## src/rtl/mem_access_stage.sv

```systemverilog
// MEM stage controller: branch resolution, req/ack data-memory sequencing and MEM/WB qualification.
// Optional build macro MEM_TIMEOUT_EN adds a BUSY watchdog that aborts an unacknowledged access.
module mem_access_stage #(
   parameter int unsigned ADDR_W         = 32,
   parameter int unsigned TIMEOUT_CYCLES = 64
) (
   input  logic              clk,
   input  logic              reset_n,
   input  logic              regwrite_in,
   input  logic              mem_read_in,
   input  logic              mem_write_in,
   input  logic [1:0]        mem_to_reg_in,
   input  logic              branch_in,
   input  logic              zero_flag_in,
   input  logic [31:0]       alu_result_in,
   input  logic [31:0]       branch_target_in,
   input  logic [31:0]       write_data_in,
   input  logic [4:0]        rd_in,
   output logic              dmem_req,
   output logic              dmem_we,
   output logic [ADDR_W-1:0] dmem_addr,
   output logic [31:0]       dmem_wdata,
   input  logic [31:0]       dmem_rdata,
   input  logic              dmem_ack,
   output logic              mem_stall,
   output logic              pc_src,
   output logic [31:0]       pc_target,
   output logic              mem_misaligned,
   output logic              mem_fault,
   output logic              wb_regwrite,
   output logic [1:0]        wb_mem_to_reg,
   output logic [4:0]        wb_rd,
   output logic [31:0]       wb_alu_result,
   output logic [31:0]       wb_load_data
);

   typedef enum logic [1:0] {S_IDLE, S_BUSY, S_DONE} state_t;

   state_t state, state_nxt;
   logic   access, misaligned, issue, timeout;

   assign access     = mem_read_in | mem_write_in;
   assign misaligned = access & (alu_result_in[1:0] != 2'b00);
   assign issue      = (state == S_IDLE) & access & ~misaligned;

`ifdef MEM_TIMEOUT_EN
   logic [31:0] tmo_cnt;

   assign timeout = (state == S_BUSY) & ~dmem_ack & (tmo_cnt == 32'(TIMEOUT_CYCLES - 1));

   always_ff @(posedge clk or negedge reset_n) begin
      if (!reset_n)
         tmo_cnt <= '0;
      else if (issue)
         tmo_cnt <= '0;
      else if (state == S_BUSY)
         tmo_cnt <= tmo_cnt + 32'd1;
   end
`else
   assign timeout = 1'b0;
`endif

   always_ff @(posedge clk or negedge reset_n) begin
      if (!reset_n)
         state <= S_IDLE;
      else
         state <= state_nxt;
   end

   always_comb begin
      state_nxt = state;
      mem_stall = issue | (state == S_BUSY);
      case (state)
         S_IDLE:  if (issue) state_nxt = S_BUSY;
         S_BUSY:  if (dmem_ack || timeout) state_nxt = S_DONE;
         S_DONE:  state_nxt = S_IDLE;
         default: state_nxt = S_IDLE;
      endcase
   end

   // Request fields are only loaded on issue, so they stay stable through BUSY.
   always_ff @(posedge clk or negedge reset_n) begin
      if (!reset_n) begin
         dmem_req       <= 1'b0;
         dmem_we        <= 1'b0;
         dmem_addr      <= '0;
         dmem_wdata     <= '0;
         wb_load_data   <= '0;
         mem_misaligned <= 1'b0;
         mem_fault      <= 1'b0;
      end else begin
         mem_misaligned <= (state == S_IDLE) & misaligned;
         mem_fault      <= timeout;
         if (issue) begin
            dmem_req   <= 1'b1;
            dmem_we    <= mem_write_in;
            dmem_addr  <= alu_result_in[ADDR_W-1:0];
            dmem_wdata <= write_data_in;
         end else if (state == S_BUSY) begin
            if (dmem_ack) begin
               dmem_req <= 1'b0;
               if (!dmem_we)
                  wb_load_data <= dmem_rdata;
            end else if (timeout) begin
               dmem_req     <= 1'b0;
               wb_load_data <= 32'hDEAD_BEEF;
            end
         end
      end
   end

   // mem_fault is high exactly in the DONE cycle following an abort.
   assign wb_regwrite   = regwrite_in & ~mem_stall & ~misaligned & ~mem_fault;
   assign wb_mem_to_reg = mem_to_reg_in;
   assign wb_rd         = rd_in;
   assign wb_alu_result = alu_result_in;
   assign pc_src        = branch_in & zero_flag_in & ~mem_stall;
   assign pc_target     = branch_target_in;

endmodule

```

## config.mk

```make
export PLATFORM = sky130hd
export DESIGN_NAME = mem_access_stage
export DESIGN_NICKNAME = d
export VERILOG_FILES = /design/src/rtl/mem_access_stage.sv
export SDC_FILE = /design/constraint.sdc
export NUM_CORES = 1
export LEC_CHECK = 0
export BUFFER_PORTS_ARGS = -buffer_cell sky130_fd_sc_hd__buf_4
export CAP_MARGIN = 20
export CORE_AREA = 2 2 123 125
export CTS_CLUSTER_SIZE = 24
export DETAILED_ROUTE_END_ITERATION = 12
export DIE_AREA = 0 0 125 127
export SYNTH_ARGS = -nofsm -noshare
export SYNTH_HDL_FRONTEND = slang
export SYNTH_SLANG_ARGS = --single-unit
```

## constraint.sdc

```tcl
create_clock -name clk -period 2.2 [get_ports clk]
set_input_delay 0.22 -clock clk [delete_from_list [all_inputs] [get_ports clk]]
set_output_delay 0.22 -clock clk [all_outputs]
set_load 0.01 [all_outputs]
```

==> flow_summary.toml, run 1 <==
[clocking]
cts_tree = "done"
cts_made_buffers = 9
clkTransAtPathRegs_ps = 60
clock-sinks = 101
clk_latency_ps = 340
cts-root-buf = "clkbuf_16"
cts_buffer_depth = 2
htreeDepth = 3

[floorplan]
die_x_um = 125
num_rows = 44
core_um2 = 14420
initial_core_util_pct = 30.01
io_pins = 317
die_area_um2 = 15880
fp.dieH_um = 127

[timing]
fin_crit_sh_pct = 95.61
tns_ps = 0
maxSlewViolCount = 0
hold_viol = 0
skew_ps = 6.754
rsz0062_at_grt = "no"
fin_crit_ps = 2103
worstMarginPinSlew_ps = 605.4
holdWs_ps = 82.50
max_slew_margin_pct = 59.64
finalSetupViolCount = 0
timing.fmax_mhz = 475.4

[synth]
ys_seq_elements = 101
syn_nets = 441
synth_top_cell_area_share_pct = 58.40
syn_area_um2 = 4328
synthTopCellsByArea = "dfrtp_1 (58%), mux2_2 (24%), buf_4 (12%), mux2_4 (1.4%), buf_2 (1.0%)"
synth-seq-area-share_pct = 58.40
synth_largest_area_cell = "dfrtp_1"
ys_warn_count = 0
avgSynthCellArea_um2 = 14.52
syn_inst = 298
synth_cell_types = 20

[worst_hold_path]
hold_class = "in2reg"

[pwr]
ir_drop_uv = 727.2
p_per_area_nw_per_um2 = 1093
total_power_w = 0.006645
p_leak_nw = 2.989

[grt]
gr-usage-met2_pct = 24.55
grt_max_degree = 49
grt_first_pass_wirelength_mm = 16.30
gr-usage-all-layers_pct = 13.17
antenna_found_initial = 0
grt-ovfl-total = 0
grt_most_used_layer = "met2"
grtUsageMet3_pct = 5.318
met1_usage_pct = 13.03
first_global_vias = 3106

[placed_design]
io_buffers = 237
placed_area_um2 = 5791
detailed_place_hpwl_mm = 8.213
gp_congestion = 0.7249

[flow_run]
cap_violations = 0

[worst_setup_path]
required_ps = 1980
worst_ep_arrival_time_ps = 1880
path_delay_family = "simple AND/OR/NAND/NOR gates"
slowest_delay_ps = 730
cp_max_fo = 22
path_buf_inv = 1
start_kind = "flip-flop"
cpMaxStageDelayCell = "or4b_4"
path_cells = "or4b_4 -> and4_1 -> buf_4"
critical_path_class = "reg2out"
end_kind = "output pin"

[layout]
finalInstanceArea_um2 = 6078
drive_above_1_share_pct = 74.79
final_common_cell = "buf_4"
area_growth_syn_to_layout_pct = 40.45
mostFrequentLayoutCells = "buf_4 (239), dfrtp_1 (101), mux2_2 (91)"
antenna_cells = 0
num-nets-final = 611

[route]
wirelength_mm = 10.45
vias_per_cell = 4.273
dr.pass1.iters = 4
routedWlPerCell_um = 15.93
drtIter0Drc = 91
drc_errors = 0
vias = 2803
antenna_left = 0

[outcome]
status = "finished, final reports clean"
-- worst reg2reg max path, delay by kind of cell (launching register included) --
kind          cells  cell delay [ps]
buf+inv           1              270
simple gates      1              730
mux               1              380
flops             1              410
-- layout make-up --
type	instances	area, um^2
clock buffer	12	256.5
clock inverter	3	21.27
fill	1367	8346
inverter	1	3.754
multi-input combinational	113	1195
sequential	101	2527
tap	184	230.2
timing repair buffer	242	1844
-- sequential cells by signal, indices dropped and copies added (netlist names) --
| name | cells |
|---|---|
| dmem_wdata | 32 |
| mem_misaligned | 1 |
| dmem_addr | 32 |
| dmem_req | 1 |
| dmem_we | 1 |
| state | 2 |
| wb_load_data | 32 |
-- logic make-up (layout without fill, tap and decap cells) --
kind of cell           Yosys count  after routing  synth area share (%)
AOI/OAI and AO/OA                3              3                0.4048
buffers and inverters           84            258                 14.14
DFF                            101            101                 58.40
muxes                           95             95                 25.07
other                            1              1               0.08665
and+or+nand+nor                 14             14                 1.909
-- final timing paths --
| path | start | end | slack [ps] | cells past startpoint |
|---|---|---|---|---|
| worst max-delay path | state[1] | pc_src | 100 | 3 |
| worst min-delay path | dmem_ack | state[0] | 80 | 2 |
| worst max register to register | state[1] | dmem_addr[3] | 300 | 3 |
| worst min register to register | dmem_addr[0] | dmem_addr[0] | 490 | 1 |
| max in group asynchronous | reset_n | dmem_addr[13] | 1120 | 3 |
| min in group asynchronous | reset_n | wb_load_data[9] | 420 | 2 |
-- synth_stat cells (all sizes together) --
cell type	count
nand3b	1
o21ai	2
nor2	3
nand2b	1
nor4	1
dfrtp	101
inv	1
or3	1
and4	1
mux2	95
nand2	3
or4b	1
buf	83
conb	1
a21boi	1
and2	2
-- repair_timing --
action	in CTS	in global routing
hold buffers	1	0
setup buffers	0	0
endpoints found under the setup margin	0	1
gates resized for setup	0	0
hold endpoints to repair	43	0
-- stage by stage --
stage | setup slack [ps] | instances | util (%)
final | 96.60 | 656 | 42.14
after detailed placement | 301.8 | 640 | 40.15
after CTS | 60.05 | 656 | 42.14
after global placement | 345.8 | 640 | 40.15
after global routing | 0.2258 | 656 | 42.14
after floorplan | 465.2 | 298 | -
-- report_power, final --
group          switching, W  leakage (nW)  internal [W]
clock network      0.000669         0.135      0.000823
registers          0.000331          1.21       0.00249
logic              0.000906          1.65       0.00142
-- metal layers --
layer	up-vias	part of all wire [%]	routed length, um
met4	0	2.0	206
met3	22	9.1	948
met5	-	0	0
li1	1274	-	-
met2	139	55	5748
met1	1368	34	3547
Note: power is estimated with default switching activity, not from simulation.
==> run 2: changes to the inputs <==
--- a/config.mk
+++ b/config.mk
@@ -5,12 +5,13 @@
 export SDC_FILE = /design/constraint.sdc
 export NUM_CORES = 1
 export LEC_CHECK = 0
+export ABC_AREA = 1
 export BUFFER_PORTS_ARGS = -buffer_cell sky130_fd_sc_hd__buf_4
 export CAP_MARGIN = 20
-export CORE_AREA = 2 2 123 125
+export CORE_AREA = 2 2 125 127
 export CTS_CLUSTER_SIZE = 24
 export DETAILED_ROUTE_END_ITERATION = 12
-export DIE_AREA = 0 0 125 127
+export DIE_AREA = 0 0 127 129
 export SYNTH_ARGS = -nofsm -noshare
 export SYNTH_HDL_FRONTEND = slang
 export SYNTH_SLANG_ARGS = --single-unit
==> flow_summary.toml, run 2 <==
[placed_design]
placed_area_um2 = 5998
io_buffers = 237
detailed_place_hpwl_mm = 8.520
gp_congestion = 0.7858

[synth]
syn_nets = 647
async_reset_ff_share_pct = 100.0
synth-edff-count = 0
synthTopCellsByArea = "dfrtp_1 (55%), buf_4 (12%), nand2_1 (8.4%), inv_1 (8.3%), o21ai_0 (7.0%)"
ys_warn_count = 0
synthFlopType = "dfrtp_1"
ys_seq_elements = 101
synth_top_cell_area_share_pct = 55.01
avgSynthCellArea_um2 = 9.116
yosysMostFrequentCell = "nand2_1"
syn_area_um2 = 4594
syn_inst = 504
yosys-top-cells-count = "nand2_1 (103), dfrtp_1 (101), inv_1 (101)"
synth-seq-area-share_pct = 55.01
synth_largest_area_cell = "dfrtp_1"
synth_cell_types = 15

[timing]
worstMarginPinSlew_ps = 524.0
skew_ps = 3.151
finalSetupViolCount = 0
max_slew_margin_pct = 65.07
maxSlewViolCount = 0
hold_viol = 0
fin_crit_sh_pct = 80.82
timing.fmax_mhz = 562.4
rsz0062_at_grt = "no"
tns_ps = 0
fin_crit_ps = 1778

[worst_setup_path]
critical_path_class = "reg2out"
path_buf_inv = 1
path_delay_family = "simple AND/OR/NAND/NOR gates"
required_ps = 1980
cp_common_cell = "nor2_1"
slowest_delay_ps = 410
cpMaxStageDelayCell = "dfrtp_1"
path_cells = "nor2_1 -> nand3_4 -> nand2_1 -> nor2_1 -> buf_4"
start_kind = "flip-flop"
rrSetupSlack_ps = 760
end_kind = "output pin"
worst_ep_arrival_time_ps = 1560
cp_max_fo = 18

[grt]
first_global_vias = 3416
gr-usage-all-layers_pct = 13.41
grt_first_pass_wirelength_mm = 17.24
antenna_found_initial = 0
grt-ovfl-total = 0
grt_max_degree = 70

[layout]
area_growth_syn_to_layout_pct = 36.79
reg_top3 = "dmem_addr: 32 flops, dmem_wdata: 32 flops, wb_load_data: 32 flops"
drive_above_1_share_pct = 41.28
mostFrequentLayoutCells = "buf_4 (239), nand2_1 (103), inv_1 (101), dfrtp_1 (101), o21ai_0 (64)"
final_common_cell = "buf_4"
fillers = 1510
utilization_pct = 41.96
num-nets-final = 809
antenna_cells = 0
finalInstanceArea_um2 = 6285

[clocking]
cts_buffer_depth = 2
clkTransAtPathRegs_ps = 60
clk_latency_ps = 340
htreeDepth = 3
cts_hold_buf = 1
cts_setup_buffers = 0
cts_made_buffers = 9
cts_tree = "done"
clock-sinks = 101
cts-resized-gates = 0
cts-root-buf = "clkbuf_16"

[floorplan]
fp.dieH_um = 129
die_x_um = 127
num_rows = 45
io_pins = 317
die_area_um2 = 16380
initial_core_util_pct = 30.68
core_um2 = 14980

[route]
drc_errors = 0
routedWlPerCell_um = 12.86
wirelength_mm = 11.05
antenna_left = 0
drtIter0Drc = 119
vias = 3534
dr.pass1.iters = 4
vias_per_cell = 4.114

[worst_hold_path]
hold_class = "in2reg"

[pwr]
ir_drop_uv = 765.0
p_leak_nw = 3.596
p_per_area_nw_per_um2 = 1005

[outcome]
status = "finished, final reports clean"

[flow_run]
cap_violations = 0
-- run 2: changes by cell type after synthesis, sizes merged, moves of 2 or more --
cell,change
nor2,+2
inv,+100
clkbuf,+8
and2,-2
nand2,+100
o21ai,+96
mux2,-95
-- run 2: logic make-up after synthesis --
kind of cell / after synthesis / synth area share (%)
other: 1 / 0.08162
buffers and inverters: 193 / 23.34
flip-flops: 101 / 55.01
AO/OA/AOI/OAI: 98 / 12.15
AND/OR/NAND/NOR: 111 / 9.423
-- run 2: path summary, 6_finish.rpt --
| check | from | to | cells past startpoint |
|---|---|---|---|
| worst max register to register | state[0] | dmem_addr[27] | 5 |
| worst max-delay path | state[0] | pc_src | 5 |
| worst min register to register | dmem_addr[1] | dmem_addr[1] | 2 |
| worst min-delay path | dmem_ack | state[0] | 2 |
| min in group asynchronous | reset_n | dmem_addr[24] | 2 |
| max in group asynchronous | reset_n | wb_load_data[19] | 3 |
-- run 2: metal layers --
| metal | share of wire (%) | wire length, um | GRT usage, % |
|---|---|---|---|
| met1 | 40 | 4437 | 16.05 |
| met2 | 48 | 5249 | 21.51 |
| met3 | 9.2 | 1019 | 4.990 |
| met4 | 3.1 | 342 | 6.464 |
| met5 | 0 | 0 | 0 |
-- run 2: cell type report --
class	count	area, um^2	share of cell area (%)
inverters	101	379.1	6.032
multi-input cells	210	1002	15.95
well taps	188	235.2	3.743
clock inverters	5	33.78	0.5375
flip-flops and latches	101	2527	40.21
clock buffers	11	242.7	3.862
repair buffers	243	1864	29.66
-- run 2: power breakdown --
group          internal, W  leakage (nW)  total (W)  switching [W]
sequential         0.00242          1.26    0.00275       0.000325
clock             0.000798         0.132    0.00148       0.000678
combinational      0.00111          2.20    0.00209       0.000986
-- run 2: metrics by stage --
stage | std cells | total power [W] | hold WS (ps) | setup slack [ps]
2_1_floorplan | 504 | 0.003705 | -75.59 | 963.6
3_3_place_gp | 842 | 0.004863 | 190.4 | 806.5
3_5_place_dp | 842 | 0.004910 | 192.9 | 758.3
4_1_cts | 859 | 0.006435 | 98.82 | 393.9
5_1_grt | 859 | 0.006750 | 112.0 | 308.5
6_report | 859 | 0.006316 | 112.1 | 421.9
